`src/rtl/lcd_text_buffer_pkg.sv`:
```
// rtl/lcd_text_buffer_pkg.sv - shared constants and FSM encoding for the LCD text buffer
package lcd_pkg;

  localparam int NCHAR = 32;
  localparam int AW = 5;
  localparam logic [7:0] FILL_CHAR = 8'h20;

  localparam int ROW0_BASE = 0;
  localparam int ROW1_BASE = 16;

  typedef enum logic [1:0] {
    INIT  = 2'd0,
    IDLE  = 2'd1,
    CLEAR = 2'd2
  } state_e;

  // First cell index of a display row (0 = top, 1 = bottom).
  function automatic logic [AW-1:0] row_base(input logic row);
    return row ? AW'(ROW1_BASE) : AW'(ROW0_BASE);
  endfunction

endpackage

```
`src/rtl/lcd_text_buffer_ram.sv`:
```
// rtl/lcd_text_buffer_ram.sv - NCHAR x 8 character store, one write port, registered read port
module lcd_text_ram
  import lcd_pkg::*;
#(
  parameter int         NCHAR    = lcd_pkg::NCHAR,
  parameter int         AW       = lcd_pkg::AW,
  parameter logic [7:0] RST_CHAR = lcd_pkg::FILL_CHAR
) (
  input  logic          clk,
  input  logic          resetn,
  input  logic          we_i,
  input  logic [AW-1:0] waddr_i,
  input  logic [7:0]    wdata_i,
  input  logic [AW-1:0] raddr_i,
  output logic [7:0]    rdata_o
);

  logic [7:0] mem_q [NCHAR];
  logic [7:0] rdata_q;

  // Cell contents are not reset; the owner sweeps them with a fill pattern.
  always_ff @(posedge clk) begin
    if (we_i) begin
      mem_q[waddr_i] <= wdata_i;
    end
  end

  always_ff @(posedge clk or negedge resetn) begin
    if (!resetn) begin
      rdata_q <= RST_CHAR;
    end else begin
      rdata_q <= mem_q[raddr_i];
    end
  end

  assign rdata_o = rdata_q;

endmodule

```
`src/rtl/lcd_text_buffer.sv`:
```
// rtl/lcd_text_buffer.sv - double-buffered 32-cell text store feeding the SC1602 LCD driver
// Host writes the back buffer; front/back exchange only on a frame_rate toggle.
module lcd_text_buffer
  import lcd_pkg::*;
#(
  parameter int         NCHAR     = lcd_pkg::NCHAR,
  parameter int         AW        = lcd_pkg::AW,
  parameter logic [7:0] FILL_CHAR = lcd_pkg::FILL_CHAR
) (
  input  logic          clk,
  input  logic          resetn,
  input  logic          wr_valid,
  output logic          wr_ready,
  input  logic [AW-1:0] wr_addr,
  input  logic [7:0]    wr_data,
  input  logic          clear_req,
  input  logic          swap_req,
  output logic          swap_pending,
  output logic          swap_done,
  input  logic          frame_rate,
  input  logic [AW-1:0] rd_addr,
  output logic [7:0]    character
);

  state_e        state_q;
  logic [AW-1:0] clr_idx_q;
  logic          clr_last;

  logic sel_q, sel_d;
  logic swap_pending_q, swap_pending_d;
  logic swap_done_q, swap_done_d;
  logic frame_q;

  logic          frame_edge;
  logic          swap_fire;
  logic          host_wr;
  logic          fill_wr;
  logic          back_wr;
  logic          we0, we1;
  logic [AW-1:0] waddr;
  logic [7:0]    wdata;
  logic [7:0]    rdata0, rdata1;

  assign clr_last = (clr_idx_q == AW'(NCHAR - 1));

  // Clear wins over a simultaneous write, so ready drops combinationally on clear_req.
  assign wr_ready = (state_q == IDLE) && !clear_req;
  assign host_wr  = wr_valid && wr_ready;

  always_ff @(posedge clk or negedge resetn) begin
    if (!resetn) begin
      state_q   <= INIT;
      clr_idx_q <= '0;
    end else begin
      case (state_q)
        INIT, CLEAR: begin
          if (clr_last) begin
            state_q   <= IDLE;
            clr_idx_q <= '0;
          end else begin
            clr_idx_q <= clr_idx_q + AW'(1);
          end
        end
        IDLE: begin
          if (clear_req) begin
            state_q   <= CLEAR;
            clr_idx_q <= '0;
          end
        end
        default: begin
          state_q   <= INIT;
          clr_idx_q <= '0;
        end
      endcase
    end
  end

  // Edges seen outside IDLE are dropped, not queued: the swap waits for a later toggle.
  assign frame_edge = frame_rate ^ frame_q;
  assign swap_fire  = swap_pending_q && frame_edge && (state_q == IDLE);

  always_comb begin
    sel_d          = sel_q ^ swap_fire;
    swap_pending_d = swap_req || (swap_pending_q && !swap_fire);
    swap_done_d    = swap_fire;
  end

  always_ff @(posedge clk or negedge resetn) begin
    if (!resetn) begin
      sel_q          <= 1'b0;
      swap_pending_q <= 1'b0;
      swap_done_q    <= 1'b0;
      frame_q        <= 1'b0;
    end else begin
      sel_q          <= sel_d;
      swap_pending_q <= swap_pending_d;
      swap_done_q    <= swap_done_d;
      frame_q        <= frame_rate;
    end
  end

  assign swap_pending = swap_pending_q;
  assign swap_done    = swap_done_q;

  // INIT fills both arrays; CLEAR and host writes go to the back (non-selected) array
  // using the pre-swap sel, so a write in the swap cycle lands in the outgoing back.
  assign fill_wr = (state_q == INIT) || (state_q == CLEAR);
  assign back_wr = (state_q == CLEAR) || host_wr;
  assign we0     = (state_q == INIT) || (back_wr && sel_q);
  assign we1     = (state_q == INIT) || (back_wr && !sel_q);
  assign waddr   = fill_wr ? clr_idx_q : wr_addr;
  assign wdata   = fill_wr ? FILL_CHAR : wr_data;

  lcd_text_ram #(
    .NCHAR    (NCHAR),
    .AW       (AW),
    .RST_CHAR (FILL_CHAR)
  ) u_buf0 (
    .clk     (clk),
    .resetn  (resetn),
    .we_i    (we0),
    .waddr_i (waddr),
    .wdata_i (wdata),
    .raddr_i (rd_addr),
    .rdata_o (rdata0)
  );

  lcd_text_ram #(
    .NCHAR    (NCHAR),
    .AW       (AW),
    .RST_CHAR (FILL_CHAR)
  ) u_buf1 (
    .clk     (clk),
    .resetn  (resetn),
    .we_i    (we1),
    .waddr_i (waddr),
    .wdata_i (wdata),
    .raddr_i (rd_addr),
    .rdata_o (rdata1)
  );

  // Both arrays register the read; selecting with the current sel gives the new
  // front from the cycle after a swap.
  assign character = sel_q ? rdata1 : rdata0;

endmodule

```
`config.mk`:
```
export PLATFORM = sky130hd
export DESIGN_NAME = lcd_text_buffer
export DESIGN_NICKNAME = d
export VERILOG_FILES = /design/src/rtl/lcd_text_buffer_pkg.sv /design/src/rtl/lcd_text_buffer_ram.sv /design/src/rtl/lcd_text_buffer.sv
export SDC_FILE = /design/constraint.sdc
export NUM_CORES = 1
export LEC_CHECK = 0
export BUFFER_PORTS_ARGS = -buffer_cell sky130_fd_sc_hd__buf_2
export CAP_MARGIN = 5
export CORE_ASPECT_RATIO = 1.4
export CORE_MARGIN = 2
export CORE_UTILIZATION = 65
export CTS_CLUSTER_DIAMETER = 200
export DETAILED_ROUTE_END_ITERATION = 7
export MAX_ROUTING_LAYER = met4
export PLACE_DENSITY = 0.8
export RECOVER_POWER = 100
export SLEW_MARGIN = 0
export SYNTH_ARGS = -nofsm -noshare
export SYNTH_HDL_FRONTEND = slang
export SYNTH_SLANG_ARGS = --single-unit
export TNS_END_PERCENT = 30
```
`constraint.sdc`:
```
create_clock -name clk -period 2.92 [get_ports clk]
set_input_delay 0.146 -clock clk [delete_from_list [all_inputs] [get_ports clk]]
set_output_delay 0.146 -clock clk [all_outputs]
set_load 0.1 [all_outputs]
```
==> results by group <==
Run status
  • Run status: complete, but fails checks
  • Failing checks: max-capacitance violations, max-slew violations

Placement
  • DPL Wire Length: approximately 30000 um
  • GP Congestion: between 0.9 and 1
  • Placed cell count: between 1500 and 2000
  • PortBufs: 34

Clock tree
  • Total CTS buffers: between 40 and 50
  • Clk slew on worst S/H paths: around 0.06 ns
  • Post_cts resized: 0
  • Clock sinks: roughly 540
  • Clk_lat worst skew: ~0.58 ns
  • Root Buffer Master: clkbuf_16
  • CTS max path bufs: 3
  • H-tree Lvls: 2
  • CTS tree: done

STA
  • Setup TNS: 0 ns
  • Final Hold Viols: 0
  • Rel. slew slack: -27.9%
  • Min Clock Period, post-route: about 2.8 ns
  • Slew Limit Fails: 337
  • RSZ-0062 raised after global routing: no
  • Worst-margin pin slew: roughly 1.9 ns
  • Worst hold margin: slightly above 0.09 ns
  • Final Cycle Share: between 90% and 100%
  • Clock skew: roughly 0.032 ns
  • Final setup viols: 0
  • Fmax: roughly 0.36 GHz

Logic synthesis
  • Yosys warnings: 0
  • Predominant post-synthesis flop cell: edfxtp_1
  • Synthesized flop and latch total: about 540
  • Post-Syn Instances: 1268
  • Post-synthesis compound-gate area fraction: under 10%
  • Async set-reset flop share out of synthesis: under 10%
  • Unique masters post-synth: 39
  • Post-Synth Adder-Cell Area: less than 1%
  • Post-synthesis sequential area ratio: 74.7%
  • Mux contribution to synthesized area: between 10% and 20%
  • Net Count, Synth: about 1300
  • Largest family of logic cells by synthesized area: multiplexers
  • Number of synthesized flops with an enable pin: a little over 500
  • XOR/XNOR share of the synthesized area: less than 1%
  • Cell Area, Synth: 21500 um^2
  • Avg Inst Size Synth: ~17 um^2
  • Post-Synth Simple-Gate Area: around 4.7%

Global routing
  • Initial antenna violation count: 0
  • Largest net degree at the start of global routing: 65
  • First-pass GRT wire length: between 70000 and 80000 um
  • Number of global-route vias before repair: ~12000
  • GR Overflow Total: 0
  • Tot GR Track Use: between 20 and 30%

Layout
  • Most frequent cells in the layout: 512 x edfxtp_1, 257 x mux2i_1, 69 x nor2_1, 64 x a22oi_1, 60 x nand2_1
  • N_diodes: 0
  • Final core utilization: ~73%
  • Layout area overhead: 10.6%
  • Share of cells above drive strength 1: between 10% and 20%
  • Most common cell after layout, fill and taps aside: edfxtp_1
  • Final cell count without fillers: approximately 1900
  • Fin nets: 1411

Critical path
  • Crit Path Max Fanout: 49
  • Crit-path max cell delay: 1.33 ns
  • Worst endpoint required time: 3.36 ns
  • Crit path kind: primary input to flip-flop
  • Crit-path cells: clkbuf_2 > buf_6 > buf_6 > mux2i_1 > nand2_1 > a31oi_1 > nand3_1
  • Reg-to-reg endpoint: u_buf1.mem_q[0][6]
  • Slowest cell on the critical path: clkbuf_2
  • Worst r2r src: state_q[0]
  • Critical path launch point type: primary input
  • Critical Path End Type: flip-flop
  • Arr. time, crit path: ~3.2 ns
  • Reg2reg setup slack: 0.15 ns
  • FF-to-FF path depth: 6
  • Crit path top cell by count: buf_6

Drt
  • Post-Route WL: between 40000 and 50000 um
  • Total vias in the final route: ~12000
  • # DRC: 0
  • Pre-antenna DRT Iters: 5
  • Detailed router's first-iteration violation count: about 1100
  • DR WL/cell: around 26 um
  • Antenna Nets Post-Route: 0
  • Drt via density: between 6 and 7

Floorplanning
  • Die ar.: 34600 um^2
  • Die Span Y: between 200 and 250 um
  • Initial core utilization: 66.1%
  • I/O pins: 35
  • Core ar.: 32500 um^2
  • Row count: between 70 and 80
  • Die W: between 150 and 200 um

Power
  • PwrDens: approximately 800 nW/um^2
  • Peak supply drop: 0.000706 V
  • Leak pwr: around 0.0084 uW

Hold path
  • Hold Path End: u_buf0.rdata_o[5]
  • Worst Hold Depth: 3
  • Hold Startpoint: rd_addr[3]
  • Worst hold path type: primary input to flip-flop

Job
  • MaxCap Viol Count: 8
-- metrics by stage --
| stage | setup slack [ns] | power, uW | instance area [um^2] |
|---|---|---|---|
| 3_5_place_dp | 0.333 | 13500 | 22600 |
| 4_1_cts | 0.298 | 19200 | 24100 |
| 6_report | 0.144 | 19100 | 23800 |
| 3_3_place_gp | 0.398 | 13400 | 22600 |
| 5_1_grt | 0.0556 | 19600 | 23800 |
| 2_1_floorplan | 0.615 | 12100 | 21500 |
-- registers in the layout, summed over array words and instances (netlist names) --
| name | count |
|---|---|
| swap_pending | 1 |
| u_buf1.rdata_o | 8 |
| u_buf1.mem_q | 256 |
| frame_q | 1 |
| swap_done | 1 |
| u_buf0.rdata_o | 8 |
| clr_idx_q | 5 |
| sel_q | 1 |
| u_buf0.mem_q | 256 |
| state_q | 2 |
-- cells by family (layout without fill, tap and decap cells) --
group / Yosys count / count (layout)
DFF: 539 / 539
muxes: 267 / 267
and+or+nand+nor: 219 / 219
AOI/OAI and AO/OA: 162 / 162
buffers and inverters: 75 / 225
xor gates and xnor gates: 4 / 4
adders and majority gates: 2 / 2
-- worst max-delay path by stage --
stage	start	endpoint	slack (ns)	depth (start not counted)
2_1_floorplan	state_q[0]	clr_idx_q[0]	0.61	4
3_3_place_gp	sel_q	u_buf0.mem_q[23][2]	0.40	4
3_5_place_dp	sel_q	u_buf0.mem_q[23][0]	0.33	4
4_1_cts	sel_q	u_buf0.mem_q[23][7]	0.30	4
5_1_grt	state_q[0]	u_buf1.mem_q[21][7]	0.06	8
6_report	rd_addr[1]	u_buf1.rdata_o[1]	0.14	7
-- repair_timing --
item | in CTS | in global routing
hold endpoints to repair | 32 | 0
hold buffers | 4 | 0
setup buffers | 0 | 0
-- where the power goes --
group	internal (uW)	switching, uW
Clock	3190	2620
Combinational	818	2410
Sequential	9680	355
Total	13700	5380
-- synth_stat cells, drive strengths merged, types with 4 or more instances --
cell type / number / area, um^2
nand3: 35 / 175
nand2b: 4 / 25.0
a21oi: 32 / 160
o21ai: 9 / 45.0
and2: 8 / 50.1
clkbuf: 16 / 63.8
nand2: 60 / 225
dfrtp: 25 / 626
a31oi: 16 / 100
a22oi: 64 / 480
nand4: 16 / 100
mux2i: 257 / 2570
nor3: 17 / 85.1
buf: 56 / 483
a22o: 36 / 315
nor2: 70 / 265
mux2: 10 / 113
edfxtp: 512 / 15400
-- critical path, delay by kind of cell --
family          cells  cell delay (ns)
simple gates        2             0.22
compound gates      1             0.27
mux                 1             0.25
buf+inv             3             2.24
-- per-layer routing --
layer  up-vias  track usage [%]  share of wire [%]
met5         -                -                  0
met4         0             10.8                3.9
met3       135             3.81                7.2
met2       602             50.8                 53
met1      5968             36.2                 36
li1       5198                -                  -
-- layout make-up --
type                       count  area (um^2)
clock inverter                22          171
inverter                       3         11.3
tap                          440          551
fill                        2016         8730
sequential                   539        16100
timing repair buffer         141          843
clock buffer                  59         1240
multi-input combinational    654         4900
No activity file was read; power rests on OpenSTA's default activity.
